`config.mk`:
```
export PLATFORM = sky130hd
export DESIGN_NAME = nibble_frame_deserializer
export DESIGN_NICKNAME = d
export VERILOG_FILES = /design/src/rtl/nibble_frame_deserializer_pkg.sv /design/src/rtl/nibble_frame_deserializer.sv
export SDC_FILE = /design/constraint.sdc
export NUM_CORES = 1
export LEC_CHECK = 0
export BUFFER_PORTS_ARGS = -buffer_cell sky130_fd_sc_hd__buf_2
export CELL_PAD_IN_SITES_DETAIL_PLACEMENT = 0
export CELL_PAD_IN_SITES_GLOBAL_PLACEMENT = 1
export CORE_ASPECT_RATIO = 0.75
export CORE_MARGIN = 5
export CORE_UTILIZATION = 40
export CTS_CLUSTER_SIZE = 24
export DETAILED_ROUTE_END_ITERATION = 8
export GPL_ROUTABILITY_DRIVEN = 0
export GPL_TIMING_DRIVEN = 0
export HOLD_SLACK_MARGIN = 0.08
export PLACE_DENSITY_LB_ADDON = 0.1
export SLEW_MARGIN = 20
export SYNTH_ARGS = -nofsm -noshare
export SYNTH_HDL_FRONTEND = slang
export SYNTH_SLANG_ARGS = --single-unit
export TNS_END_PERCENT = 30
```
`constraint.sdc`:
```
create_clock -name i_clk -period 2.8 [get_ports i_clk]
set_input_delay 0.56 -clock i_clk [delete_from_list [all_inputs] [get_ports i_clk]]
set_output_delay 0.56 -clock i_clk [all_outputs]
set_load 0.01 [all_outputs]
```
`src/rtl/nibble_frame_deserializer_pkg.sv`:
```
// nibble_frame_deserializer_pkg
// Shared constants and types for the digit nibble receive path:
//   NIB_WIDTH     - BCD nibble width (fixed at 4)
//   DEF_LANES     - default number of digits per frame
//   DEF_PTR_W     - default lane pointer width for DEF_LANES
//   state_e       - deserializer FSM state encoding (LOAD / GAP)
package nibble_frame_deserializer_pkg;

  localparam int NIB_WIDTH = 4;
  localparam int DEF_LANES = 4;
  localparam int DEF_PTR_W = 2;

  typedef enum logic {
    ST_LOAD = 1'b0,
    ST_GAP  = 1'b1
  } state_e;

endpackage

```
`src/rtl/nibble_frame_deserializer.sv`:
```
// nibble_frame_deserializer
// Collects NUM_LANES BCD nibbles (lane 0 first) into a shadow register and
// commits the complete frame to o_q in one step, so the display never sees a
// partially loaded time.
// Ports:
//   i_clk        - system clock, rising edge
//   i_rst_n      - asynchronous active-low reset
//   i_valid      - nibble present on i_data
//   i_data       - incoming nibble
//   i_sync       - frame restart: pointer to lane 0, partial frame dropped,
//                  overrun flag cleared
//   o_ready      - nibble accepted this cycle when i_valid is high
//   o_q          - committed frame, lane k at bits [k*NIB_W +: NIB_W]
//   o_frame_done - one-cycle pulse coincident with an o_q update
//   o_ptr        - lane the next accepted nibble will fill
//   o_overrun    - sticky: a nibble was offered while o_ready was low
module nibble_frame_deserializer
  import nibble_frame_deserializer_pkg::*;
#(
  parameter int NUM_LANES = DEF_LANES,
  parameter int NIB_W     = NIB_WIDTH,
  parameter int PTR_W     = DEF_PTR_W
) (
  input  logic                       i_clk,
  input  logic                       i_rst_n,
  input  logic                       i_valid,
  input  logic [NIB_W-1:0]           i_data,
  input  logic                       i_sync,
  output logic                       o_ready,
  output logic [NUM_LANES*NIB_W-1:0] o_q,
  output logic                       o_frame_done,
  output logic [PTR_W-1:0]           o_ptr,
  output logic                       o_overrun
);

  localparam logic [PTR_W-1:0] LAST_PTR = PTR_W'(NUM_LANES - 1);

  state_e                          state_r;
  state_e                          state_next_s;
  logic [PTR_W-1:0]                ptr_r;
  logic [NUM_LANES-2:0][NIB_W-1:0] shadow_s;
  logic [NUM_LANES*NIB_W-1:0]      q_r;
  logic                            frame_done_r;
  logic                            overrun_r;
  logic                            ready_s;
  logic                            accept_s;
  logic                            load_s;
  logic                            commit_s;
  logic                            drop_s;

  // i_sync outranks i_valid: a nibble offered alongside it is neither
  // accepted nor counted as an overrun.
  assign accept_s = i_valid && ready_s && !i_sync;
  assign load_s   = accept_s && (ptr_r != LAST_PTR);
  assign commit_s = accept_s && (ptr_r == LAST_PTR);
  assign drop_s   = i_valid && !ready_s && !i_sync;

  // FSM state register
  always_ff @(posedge i_clk or negedge i_rst_n) begin
    if (!i_rst_n) begin
      state_r <= ST_LOAD;
    end else begin
      state_r <= state_next_s;
    end
  end

  // FSM next-state: GAP always lasts exactly one cycle after a commit
  always_comb begin
    state_next_s = ST_LOAD;
    case (state_r)
      ST_LOAD: begin
        if (commit_s) begin
          state_next_s = ST_GAP;
        end else begin
          state_next_s = ST_LOAD;
        end
      end
      ST_GAP:  state_next_s = ST_LOAD;
      default: state_next_s = ST_LOAD;
    endcase
  end

  // FSM outputs: accept nibbles only while loading
  always_comb begin
    ready_s = 1'b0;
    case (state_r)
      ST_LOAD: ready_s = 1'b1;
      ST_GAP:  ready_s = 1'b0;
      default: ready_s = 1'b0;
    endcase
  end

  // Lane pointer: restarts on sync or frame completion
  always_ff @(posedge i_clk or negedge i_rst_n) begin
    if (!i_rst_n) begin
      ptr_r <= '0;
    end else if (i_sync || commit_s) begin
      ptr_r <= '0;
    end else if (load_s) begin
      ptr_r <= ptr_r + PTR_W'(1);
    end else begin
      ptr_r <= ptr_r;
    end
  end

  // Shadow lanes 0..NUM_LANES-2; the last lane goes straight from i_data to
  // o_q on the commit edge, so it needs no shadow storage.
  for (genvar k = 0; k < NUM_LANES - 1; k++) begin : g_lane
    logic [NIB_W-1:0] lane_r;

    // Shadow lane k: captured when the pointer selects it
    always_ff @(posedge i_clk or negedge i_rst_n) begin
      if (!i_rst_n) begin
        lane_r <= '0;
      end else if (load_s && (ptr_r == PTR_W'(k))) begin
        lane_r <= i_data;
      end else begin
        lane_r <= lane_r;
      end
    end

    assign shadow_s[k] = lane_r;
  end

  // Committed frame and its completion pulse
  always_ff @(posedge i_clk or negedge i_rst_n) begin
    if (!i_rst_n) begin
      q_r          <= '0;
      frame_done_r <= 1'b0;
    end else begin
      frame_done_r <= commit_s;
      if (commit_s) begin
        q_r <= {i_data, shadow_s};
      end else begin
        q_r <= q_r;
      end
    end
  end

  // Sticky overrun flag; a sync in the same cycle clears it
  always_ff @(posedge i_clk or negedge i_rst_n) begin
    if (!i_rst_n) begin
      overrun_r <= 1'b0;
    end else if (i_sync) begin
      overrun_r <= 1'b0;
    end else if (drop_s) begin
      overrun_r <= 1'b1;
    end else begin
      overrun_r <= overrun_r;
    end
  end

  assign o_ready      = ready_s;
  assign o_q          = q_r;
  assign o_frame_done = frame_done_r;
  assign o_ptr        = ptr_r;
  assign o_overrun    = overrun_r;

endmodule

```
* Word level (Yosys, flattened, before mapping) *
Index checks and enable logic that the tools add are counted.

storage, ports and cells
  register bits after elaboration = 33
  word-level logic and storage cells = 36

operators by class
  $add $sub $neg = 1
  equality and inequality tests = 4
  mux-type cells = 7
  bitwise operators = 1
  reduce and logical (&&, ||, !) cells = 15

operators with widths
  kind                                                 number
  logical AND 1 bit                                    9
  equality test 2 bit, second input constant           2
  two-way mux 2 bit                                    2
  case mux 1 bit (2 select lines)                      2
  nonzero test 2 bit                                   2
  two-way mux 1 bit                                    3
  adder 2 x 1 -> 2 bit, second input constant          1
  equality test 2 x 1 -> 1 bit, second input constant  1
  zero test 1 bit                                      2
  zero test 2 bit                                      1
  != test 2 bit, second input constant                 1
  logical OR 1 bit                                     1
  NOT 1 bit                                            1

* Logic depth before layout (Yosys ltp) *
Gate-level depths: netlist of run 1.

  depth after elaboration = 7
  depth in mapped cells = 5
  gate-level depth less buffers = 5

* Worst setup path after synthesis of run 1 *
OpenSTA, ideal clock, no wires.

  path type = input-to-reg
  start point = input i_valid
  end point = register q_r[10] (netlist: o_q[10])
  library setup time = 125 ps
  arrival time = 1,519 ps
  path slack = 1,155 ps
  cell stages on the path = 5
  buffers on the path = 2
  path through = nor2b_2 > and3b_1 > buf_4 > buf_6 > mux2_4

on the way
  cells in the longest elaborated chain, start to end = 3

RTL lines
  element                          line                              RTL
  from (decl)                      nibble_frame_deserializer.sv:26   input logic i_valid,
  logical AND 1 bit (2 in series)  nibble_frame_deserializer.sv:53   assign accept_s = i_valid && ready_s && !i_sync;
  logical AND 1 bit                nibble_frame_deserializer.sv:55   assign commit_s = accept_s && (ptr_r == LAST_PTR);
  net commit_s                     nibble_frame_deserializer.sv:48   logic commit_s;
  to (signal assigned)             nibble_frame_deserializer.sv:133  q_r <= {i_data, shadow_s};
  to (signal assigned)             nibble_frame_deserializer.sv:135  q_r <= q_r;
  to (decl)                        nibble_frame_deserializer.sv:42   logic [NUM_LANES*NIB_W-1:0] q_r;

The timed path passes the listed nets, and every way through them passes these cells.
A chain may end at the register's enable or synchronous reset.

* Final worst setup path of run 1 *
  start point = register ptr_r[0] (netlist: o_ptr[0])
  end point = register g_lane[1].lane_r[2]

on the way
  cells in the longest elaborated chain, start to end = 3
  elaborated cells between the ends (all ways) = 4

RTL lines
  element                 line                              RTL
  from (decl)             nibble_frame_deserializer.sv:40   logic [PTR_W-1:0] ptr_r;
  from (signal assigned)  nibble_frame_deserializer.sv:100  ptr_r <= ptr_r + PTR_W'(1);
  from (signal assigned)  nibble_frame_deserializer.sv:102  ptr_r <= ptr_r;
  != test 2 bit           nibble_frame_deserializer.sv:54   assign load_s = accept_s && (ptr_r != LAST_PTR);
  logical AND 1 bit       nibble_frame_deserializer.sv:54
  logical AND 1 bit *     nibble_frame_deserializer.sv:115  end else if (load_s && (ptr_r == PTR_W'(k))) begin
  to (signal assigned)    nibble_frame_deserializer.sv:116  lane_r <= i_data;
  to (signal assigned)    nibble_frame_deserializer.sv:118  lane_r <= lane_r;
  to (decl)               nibble_frame_deserializer.sv:109  logic [NIB_W-1:0] lane_r;

Mark *: on every way between the ends. The rest lies on a longest branch, timed or not.

==> summary.txt, run 1 <==
Outcome
  – Status: finished, final reports clean

Synth
  – Synth Area in Compound Gates: 0.00370
  – Combinational family with the most area after synthesis: multiplexers
  – EDFF count, synth: 0
  – Fraction of synthesized area in multiplexers: 0.273
  – Post-synth top flop: dfrtp_1
  – Cell with the most instances after synthesis: dfrtp_1
  – Adder-cell share of the synthesized area: 0.0370
  – Synthesized Nets: 97
  – Warnings, synthesis: 0
  – Register bit total from synthesis: 33
  – Yosys top cell by area: dfrtp_1
  – Register area share after synthesis: 0.610
  – Top cell type's share of synthesized area: 0.610
  – Netlist cell types: 16
  – Post-Synth Simple-Gate Area: 0.0545
  – Ys async rst share: 1.00
  – Syn avg cell area: 15.9 um^2
  – Commonest cells post-synth: dfrtp_1 (33), mux2_2 (17), mux2_4 (9), ha_1 (4), nor2_1 (4)
  – Ranking of synthesized cells by area: dfrtp_1 (61%), mux2_2 (14%), mux2_4 (10%)
  – Post-Synth XOR/XNOR Area: 0
  – Mapped Area: 1350 um^2
  – Cells after Synth: 85

Die
  – Total core area: 3270 um^2
  – Chip Height: 60.4 um
  – Initial core utilization: 0.415
  – Die area: 4660 um^2
  – I/O pin count: 29
  – Site Rows: 18
  – Die width: 77.2 um

Timing
  – Fin crit share: 0.640
  – Slew of the pin with the lowest slew margin: approximately 0.71 ns
  – Final Hold Viols: 0
  – Slew margin rel.: 0.526
  – Final Skew: 0.00461 ns
  – Hold Slack: 0.332 ns
  – Setup violators final: 0
  – FMAX: 558 MHz
  – Post-Route Setup TNS: 0 ns
  – Slew Limit Fails: 0
  – Final min period: 1.79 ns
  – RSZ-0062 raised after global routing: false
  – Worst setup margin: just over 1 ns

Global routing
  – Vias in the first global route: 827
  – First-pass GRT wire length: 4000 um
  – Largest net degree at the start of global routing: 34
  – Grt ovf: 0
  – Initial antenna violation count: 0
  – Gr usage total: 0.115

Min path
  – Worst Hold Class: input pin to async pin

Routing
  – DRT iter0 DRCs: 12
  – Routed Antenna Nets: 0
  – Via count: 760
  – DR WL/cell: 14.6 um
  – WL final: 2340 um
  – DRT Pass-1 Iters: 3
  – DR vias/cell: about 4.8
  – DRC Markers: 0

Pwr
  – Worst VDD drop: 0.320 mV
  – Leakage power figure: 0.000857 uW
  – Cell Pwr Density: 727 nW/um^2

Finish
  – Share of cells above drive strength 1: 0.533
  – Final Core Density: 0.499
  – Area delta synth->final: 20.4%
  – Antenna Cells: 0
  – Final nets: 132

Clocking
  – Clk sinks: 33
  – CTS resizes: 0
  – Skew-Pair Late Insertion Delay: 0.28 ns
  – H-tree Lvls: 2
  – Setup Buffers After CTS: 0
  – Clock-pin slew on the worst setup and hold paths: 0.06 ns
  – CTS tree: built
  – Clk buf depth: 2
  – CTS Buf Count: 5
  – Hold buffer count at cts: 0
  – CTS root buffer: clkbuf_8

Run
  – Maxcap violations: 0

Placement
  – Port bufs: 28
  – DP Wirelength: 1640 um
  – DP Worst Slack: 0.912 ns

Critical path
  – Worst endpoint data arrival time: 1.95 ns
  – CP required: ~3 ns
  – Critical Path Fanout Max: 6
  – CP endpoint kind: register
  – Crit start category: register
  – Worst setup path class: register to register
-- metrics by stage --
| step | area (um^2) | power, uW | cells |
|---|---|---|---|
| floorplan | 1350 | 761 | 85 |
| global placement | 1540 | 840 | 153 |
| detailed placement | 1540 | 846 | 153 |
| CTS | 1630 | 1200 | 160 |
| global route | 1630 | 1250 | 160 |
| finish | 1630 | 1190 | 160 |
-- state kept, by name (all words and copies together), names as in the netlist --
name           count
state_r            1
o_overrun          1
o_frame_done       1
g_lane.lane_r     12
o_q               16
o_ptr              2
-- report_power, final --
part	total [uW]	internal (uW)	switching [uW]
Clock	354	195	159
Combinational	207	124	83.0
Sequential	625	576	49.2
Total	1190	894	291
-- per-layer routing --
| layer | global-route usage | part of all wire |
|---|---|---|
| met1 | 0.144 | 0.47 |
| met2 | 0.176 | 0.45 |
| met3 | 0.0401 | 0.059 |
| met4 | 0.0662 | 0.018 |
| met5 | 0 | 0 |
-- cell type report --
type | count | area [um^2]
inverters | 3 | 11.3
repair buffers | 28 | 140
flip-flops and latches | 33 | 826
well taps | 40 | 50.0
clock buffers | 7 | 86.3
plain buffers | 2 | 18.8
multi-input cells | 47 | 498
fillers | 293 | 1640
-- worst max-delay path, cell delays in order, from the launching register on --
cell and delay [ns]:
dfrtp_1 0.44, ha_1 0.29, nor4b_2 0.36, nand2_1 0.25
mux2_2 0.32
-- worst paths after layout --
path,endpoint,cells past startpoint,start,slack (ns)
worst max register to register,g_lane[1].lane_r[2],4,o_ptr[0],1.01
max in group asynchronous,o_q[11],1,i_rst_n,2.01
worst min register to register,o_q[14],1,o_q[14],0.48
min in group i_clk,o_q[14],1,o_q[14],0.48
worst max-delay path,g_lane[1].lane_r[2],4,o_ptr[0],1.01
worst min-delay path,g_lane[0].lane_r[2],1,i_rst_n,0.33
-- placed cells by master (no fill, tap or decap) --
master	count
mux2_2	17
buf_6	1
and3b_1	2
nand2_1	3
inv_1	3
clkbuf_1	1
nor2b_2	1
dfrtp_1	33
nor2_1	4
mux2_4	9
nor2b_1	1
mux2_1	2
ha_1	4
buf_2	28
nor4b_2	1
buf_4	1
a21oi_1	1
mux2i_1	2
clkbuf_8	6
-- cells by family after synthesis --
| kind of cell | after synthesis |
|---|---|
| compound gates | 1 |
| fa+ha+maj | 4 |
| buf+inv | 5 |
| flops | 33 |
| mux | 30 |
| simple gates | 12 |
No activity file was read; power rests on OpenSTA's default activity.
==> run 2: changes to the inputs <==
--- a/config.mk
+++ b/config.mk
@@ -5,12 +5,13 @@
 export SDC_FILE = /design/constraint.sdc
 export NUM_CORES = 1
 export LEC_CHECK = 0
+export ABC_AREA = 1
 export BUFFER_PORTS_ARGS = -buffer_cell sky130_fd_sc_hd__buf_2
 export CELL_PAD_IN_SITES_DETAIL_PLACEMENT = 0
 export CELL_PAD_IN_SITES_GLOBAL_PLACEMENT = 1
 export CORE_ASPECT_RATIO = 0.75
 export CORE_MARGIN = 5
-export CORE_UTILIZATION = 40
+export CORE_UTILIZATION = 36
 export CTS_CLUSTER_SIZE = 24
 export DETAILED_ROUTE_END_ITERATION = 8
 export GPL_ROUTABILITY_DRIVEN = 0
==> constraint.sdc (replaced) <==
create_clock -name i_clk -period 1.5 [get_ports i_clk]
set_input_delay 0.3 -clock i_clk [delete_from_list [all_inputs] [get_ports i_clk]]
set_output_delay 0.3 -clock i_clk [all_outputs]
set_load 0.01 [all_outputs]
==> summary.txt, run 2 <==
Synth
  – Top cell type's share of synthesized area: 0.602 (was 0.610)
  – Mapped Area: 1370 um^2 (was 1350 um^2)
  – Cells after Synth: 149 (was 85)
  – EDFF count, synth: 0 (unchanged)
  – Warnings, synthesis: 0 (unchanged)
  – Register bit total from synthesis: 33 (unchanged)
  – Commonest cells post-synth: nand2_1 (76), dfrtp_1 (33), nand4_1 (15), ha_1 (4), inv_2 (4) (was dfrtp_1 (33), mux2_2 (17), mux2_4 (9), ha_1 (4), nor2_1 (4))
  – Register area share after synthesis: 0.602 (was 0.610)
  – Ys async rst share: 1.00 (unchanged)
  – Yosys top cell by area: dfrtp_1 (unchanged)
  – Netlist cell types: 16 (unchanged)
  – Synthesized Nets: 161 (was 97)
  – Ranking of synthesized cells by area: dfrtp_1 (60%), nand2_1 (21%), nand4_1 (6.8%) (was dfrtp_1 (61%), mux2_2 (14%), mux2_4 (10%))
  – Post-synth top flop: dfrtp_1 (unchanged)
  – Cell with the most instances after synthesis: nand2_1 (was dfrtp_1)
  – Syn avg cell area: 9.21 um^2 (was 15.9 um^2)

Timing
  – Worst setup margin: 0.152 ns (was 1.01 ns)
  – Final min period: 1.35 ns (was 1.79 ns)
  – Post-Route Setup TNS: 0 ns (unchanged)
  – Fin crit share: 0.898 (was 0.640)
  – Final Hold Viols: 0 (unchanged)
  – Slew margin rel.: 0.494 (was 0.526)
  – Slew Limit Fails: 0 (unchanged)
  – Final Skew: 0.00113 ns (was 0.00461 ns)
  – Setup violators final: 0 (unchanged)
  – RSZ-0062 raised after global routing: false (unchanged)
  – FMAX: 742 MHz (was 558 MHz)
  – Slew of the pin with the lowest slew margin: 0.758 ns (was 0.710 ns)

Placement
  – Port bufs: 28 (unchanged)
  – DP Worst Slack: -0.0325 ns (was 0.912 ns)
  – DP Wirelength: 2160 um (was 1640 um)
  – DP Area: 1580 um^2 (was 1540 um^2)

Die
  – Chip Height: 63.5 um (was 60.4 um)
  – Die area: 5160 um^2 (was 4660 um^2)
  – Total core area: 3660 um^2 (was 3270 um^2)
  – Initial core utilization: 0.375 (was 0.415)
  – Site Rows: 19 (was 18)
  – Die width: 81.3 um (was 77.2 um)
  – I/O pin count: 29 (unchanged)

Min path
  – Worst Hold Class: input pin to async pin (unchanged)

Outcome
  – Status: finished, final reports clean (unchanged)

Finish
  – Most frequent cells in the layout: nand2_1 (76), dfrtp_1 (33), buf_2 (30) (was dfrtp_1 (33), buf_2 (28), mux2_2 (17))
  – Max reg flops: 16 (unchanged)
  – Filler cells: 396 (was 293)
  – Antenna Cells: 0 (unchanged)
  – Post-route cell area: 1680 um^2 (was 1630 um^2)
  – Commonest non-fill, non-tap cell in the layout: nand2_1 (was dfrtp_1)
  – Area delta synth->final: 22.1% (was 20.4%)
  – Final Core Density: 0.458 (was 0.499)
  – Share of cells above drive strength 1: 0.254 (was 0.533)
  – Final nets: 197 (was 132)

Global routing
  – Initial antenna violation count: 0 (unchanged)
  – Vias in the first global route: 1145 (was 827)
  – Gr usage total: 0.136 (was 0.115)
  – First-pass GRT wire length: 5360 um (was 4000 um)
  – Largest net degree at the start of global routing: 34 (unchanged)
  – Grt ovf: 0 (unchanged)

Critical path
  – CP endpoint kind: register (unchanged)
  – CP dominant cell by count: nand2_1
  – CP cell instances: ha_1, inv_4, nand4_1, nand2_1, nand2_1 (was ha_1, nor4b_2, nand2_1, mux2_2)
  – CP required: 1.66 ns (was 2.96 ns)
  – Worst setup path class: register to register (unchanged)
  – Critical Path Max Stage Delay: 0.43 ns (was 0.44 ns)
  – Crit start category: register (unchanged)
  – Critical Path Fanout Max: 10 (was 6)
  – CP max-delay cell: dfrtp_1 (unchanged)
  – Reg2Reg Launch Point: o_ptr[0] (unchanged)
  – Reg2Reg Capture Point: g_lane[2].lane_r[3] (was g_lane[1].lane_r[2])
  – Reg2reg path depth: 5 (was 4)
  – Reg2Reg Setup Slack: 0.15 ns (was 1.01 ns)
  – Worst endpoint data arrival time: 1.51 ns (was 1.95 ns)

Routing
  – DR WL/cell: 13.0 um (was 14.6 um)
  – DRT Pass-1 Iters: 4 (was 3)
  – WL final: 3070 um (was 2340 um)
  – DR vias/cell: 4.62 (was 4.75)
  – Routed Antenna Nets: 0 (unchanged)
  – DRT iter0 DRCs: 75 (was 12)
  – DRC Markers: 0 (unchanged)
  – Via count: 1094 (was 760)

Clocking
  – H-tree Lvls: 2 (unchanged)
  – Skew-Pair Late Insertion Delay: 0.27 ns (was 0.28 ns)
  – CTS root buffer: clkbuf_8 (unchanged)
  – Clock-pin slew on the worst setup and hold paths: 0.06 ns (about the same)
  – Clk sinks: 33 (unchanged)
  – Clk buf depth: 2 (unchanged)
  – CTS tree: built (unchanged)
  – CTS Buf Count: 5 (unchanged)

Pwr
  – Leakage power figure: 0.000960 uW (was 0.000857 uW)
  – Worst VDD drop: 0.619 mV (was 0.320 mV)
  – Cell Pwr Density: 1270 nW/um^2 (was 727 nW/um^2)
  – Total Power: 2120 uW (was 1190 uW)

Run
  – Maxcap violations: 0 (unchanged)
==> run 2: cell count changes after synthesis, sizes merged <==
cell and change:
nor2b -2, mux2 -28, nand4 +15, nand2 +75, nor4b -1, and3b -2, mux2i -2, buf +2
inv +3, nand3 +2, nor3 +2
==> run 2: cells by family after synthesis <==
logic type / Yosys count / share of synthesized area
AND/OR/NAND/NOR: 101 / 0.325
flip-flops: 33 / 0.602
buffers and inverters: 10 / 0.0337
adder cells (fa/ha/maj): 4 / 0.0365
AO/OA/AOI/OAI: 1 / 0.00364
==> run 2: worst max-delay path by stage <==
stage	cells after the start	startpoint	slack [ns]	end
floorplan	6	o_ptr[0]	0.15	o_q[10]
global placement	6	o_ptr[0]	-0.03	o_q[2]
detailed placement	6	o_ptr[0]	-0.03	o_q[9]
CTS	5	o_ptr[0]	0.13	g_lane[2].lane_r[0]
global route	5	o_ptr[0]	0.03	g_lane[2].lane_r[1]
finish	5	o_ptr[0]	0.15	g_lane[2].lane_r[3]
==> run 2: what timing repair did <==
item | 4_1_cts | 5_1_grt
resized for setup | 1 | 1
pin swaps | 1 | 1
hold buffers | 0 | 0
setup buffers | 1 | 0
setup endpoints to repair | 17 | 1
hold endpoints to repair | 0 | 0
cloned | 0 | 0
==> run 2: worst max-delay path: cells and delay by family, from the launching register on <==
family	cells	cell delay, ns
DFF	1	0.43
adders and majority gates	1	0.28
buffers and inverters	1	0.13
and+or+nand+nor	3	0.40
==> run 2: per-stage QoR <==
step / hold WS, ns / std cells
after floorplan: 0.00441 / 149
after global placement: 0.398 / 229
after detailed placement: 0.408 / 229
after CTS: 0.115 / 237
after global routing: 0.149 / 237
final: 0.0918 / 237
==> run 2: per-layer routing <==
| layer | vias up | share of wire | track usage |
|---|---|---|---|
| met5 | - | 0 | 0 |
| met4 | 0 | 0.011 | 0.0549 |
| met3 | 5 | 0.053 | 0.0385 |
| met2 | 32 | 0.45 | 0.201 |
| met1 | 509 | 0.49 | 0.185 |
| li1 | 548 | - | - |
==> run 2: layout make-up <==
class                           count  area (um^2)  share of cell area
Sequential cell                    33          826               0.493
Timing Repair Buffer               29          148              0.0881
Clock buffer                        7         86.3              0.0515
Multi-Input combinational cell    106          500               0.299
Inverter                            6         25.0              0.0149
Tap cell                           52         65.1              0.0388
Buffer                              4         25.0              0.0149
==> run 2: where the power goes <==
group          internal [uW]  switching (uW)  total [uW]
logic                    133             200         333
clock network            364             294         658
registers               1050            83.3        1130
total                   1540             577        2120
==> run 3: changes to the inputs <==
==> constraint.sdc (replaced) <==
create_clock -name i_clk -period 1.5 [get_ports i_clk]
set_input_delay 0.075 -clock i_clk [delete_from_list [all_inputs] [get_ports i_clk]]
set_output_delay 0.075 -clock i_clk [all_outputs]
set_load 0.01 [all_outputs]
==> summary.txt, run 3 (same netlist as run 2, synthesis figures left out) <==
Finish
  – Most frequent cells in the layout: nand2_1 (76), dfrtp_1 (33), buf_2 (30) (unchanged)
  – Commonest non-fill, non-tap cell in the layout: nand2_1 (unchanged)
  – Filler cells: 393 (was 396)
  – Share of cells above drive strength 1: 0.247 (was 0.254)
  – Final nets: 202 (was 197)
  – Max reg flops: 16 (unchanged)
  – Antenna Cells: 0 (unchanged)
  – Post-route cell area: 1730 um^2 (was 1680 um^2)
  – Area delta synth->final: 25.7% (was 22.1%)
  – Final Core Density: 0.471 (was 0.458)

Timing
  – FMAX: 747 MHz (was 742 MHz)
  – Fin crit share: 0.893 (was 0.898)
  – Final Hold Viols: 0 (unchanged)
  – Slew of the pin with the lowest slew margin: 0.763 ns (was 0.758 ns)
  – Final Skew: 0.00103 ns (was 0.00113 ns)
  – Hold Slack: 0.0979 ns (was 0.0918 ns)
  – Slew Limit Fails: 0 (unchanged)
  – Setup violators final: 0 (unchanged)
  – Final min period: 1.34 ns (was 1.35 ns)
  – Slew margin rel.: 0.491 (was 0.494)
  – RSZ-0062 raised after global routing: false (unchanged)

Clocking
  – CTS tree: built (unchanged)
  – H-tree Lvls: 2 (unchanged)
  – CTS Buf Count: 5 (unchanged)
  – Clk buf depth: 2 (unchanged)
  – Skew-Pair Late Insertion Delay: 0.27 ns (about the same)
  – CTS root buffer: clkbuf_8 (unchanged)
  – Clock-pin slew on the worst setup and hold paths: 0.06 ns (about the same)
  – Clk sinks: 33 (unchanged)

Global routing
  – Initial antenna violation count: 0 (unchanged)
  – First-pass GRT wire length: 5420 um (was 5360 um)
  – Grt ovf: 0 (unchanged)
  – Largest net degree at the start of global routing: 34 (unchanged)
  – Vias in the first global route: 1156 (was 1145)
  – Gr usage total: 0.137 (was 0.136)

Placement
  – DP Wirelength: 2160 um (unchanged)
  – DP Area: 1580 um^2 (unchanged)
  – Port bufs: 28 (unchanged)

Critical path
  – CP endpoint kind: register (unchanged)
  – Worst endpoint data arrival time: 1.50 ns (was 1.51 ns)
  – Reg2Reg Launch Point: o_ptr[0] (unchanged)
  – CP startpoint: o_ptr[0] (unchanged)
  – Reg2reg path depth: 5 (unchanged)
  – CP required: 1.66 ns (about the same)
  – Reg2Reg Capture Point: g_lane[2].lane_r[0] (was g_lane[2].lane_r[3])
  – Worst setup path class: register to register (unchanged)
  – Crit start category: register (unchanged)
  – Critical Path Fanout Max: 10 (unchanged)
  – Reg2Reg Setup Slack: 0.16 ns (was 0.15 ns)

Min path
  – Hold path startpoint: i_sync
  – Hold Crit Depth: 2
  – WHS Endpoint: o_overrun
  – Worst Hold Class: input pin to register (was input pin to async pin)

Run
  – Maxcap violations: 0 (unchanged)

Routing
  – DR vias/cell: 4.63 (was 4.62)
  – DRC Markers: 0 (unchanged)
  – DR WL/cell: 12.9 um (was 13.0 um)
  – DRT iter0 DRCs: 95 (was 75)
  – WL final: 3120 um (was 3070 um)
  – Routed Antenna Nets: 0 (unchanged)
  – DRT Pass-1 Iters: 4 (unchanged)
  – Via count: 1121 (was 1094)

Die
  – Die width: 81.3 um (unchanged)
  – Total core area: 3660 um^2 (unchanged)
  – Initial core utilization: 0.375 (unchanged)
  – Die area: 5160 um^2 (unchanged)
  – Chip Height: 63.5 um (unchanged)
  – I/O pin count: 29 (unchanged)
  – Site Rows: 19 (unchanged)

Pwr
  – Cell Pwr Density: 1230 nW/um^2 (was 1270 nW/um^2)
  – Leakage power figure: 0.000981 uW (was 0.000960 uW)
  – Worst VDD drop: 0.622 mV (was 0.619 mV)

Outcome
  – Status: finished, final reports clean (unchanged)
run 3: repair_timing:
item                                    CTS  global route
pin swaps                                 1             1
gates cloned                              0             0
endpoints found under the hold margin    37             0
hold buffers                              5             0
endpoints found under the setup margin   17             1
buffers inserted                          1             0
gates resized for setup                   1             1
run 3: critical path, stage by stage, from the launching register on:
cell and delay, ns:
dfrtp_1 0.43, ha_1 0.28, inv_4 0.13, nand4_1 0.21, nand2_1 0.12, nand2_1 0.06
run 3: per-layer routing:
layer / track usage / part of all wire / vias up
li1: - / - / 556
met1: 0.185 / 0.48 / 523
met2: 0.207 / 0.45 / 37
met3: 0.0385 / 0.062 / 5
met4: 0.0506 / 0.011 / 0
met5: 0 / 0 / -
run 3: area by class of cell:
type | instances | area, um^2 | share of cell area
buffer | 4 | 25.0 | 0.0145
clock buffer | 7 | 86.3 | 0.0500
inverter | 6 | 25.0 | 0.0145
multi-input combinational | 106 | 500 | 0.290
sequential | 33 | 826 | 0.479
tap | 52 | 65.1 | 0.0377
timing repair buffer | 34 | 198 | 0.115
run 3: worst max-delay path by stage:
stage | to | slack (ns) | cells after the start
global placement | o_q[2] | -0.03 | 6
CTS | g_lane[2].lane_r[0] | 0.13 | 5
global route | g_lane[2].lane_r[1] | 0.03 | 5
finish | g_lane[2].lane_r[0] | 0.16 | 5
floorplan | o_q[10] | 0.15 | 6
detailed placement | o_q[9] | -0.03 | 6
run 3: power breakdown:
group	internal [uW]	switching, uW	total (uW)
Clock	364	295	659
Sequential	1050	83.3	1130
Combinational	141	202	343
Total	1550	580	2130
run 3: through the flow:
stage,TNS [ns],total power [uW],setup WS (ns),instances
final,0,2130,0.161,242
after global routing,0,2270,0.0315,242
after CTS,0,2170,0.127,242
after detailed placement,-0.262,1480,-0.0325,229
after global placement,-0.208,1470,-0.0301,229
after floorplan,0,1330,0.151,149
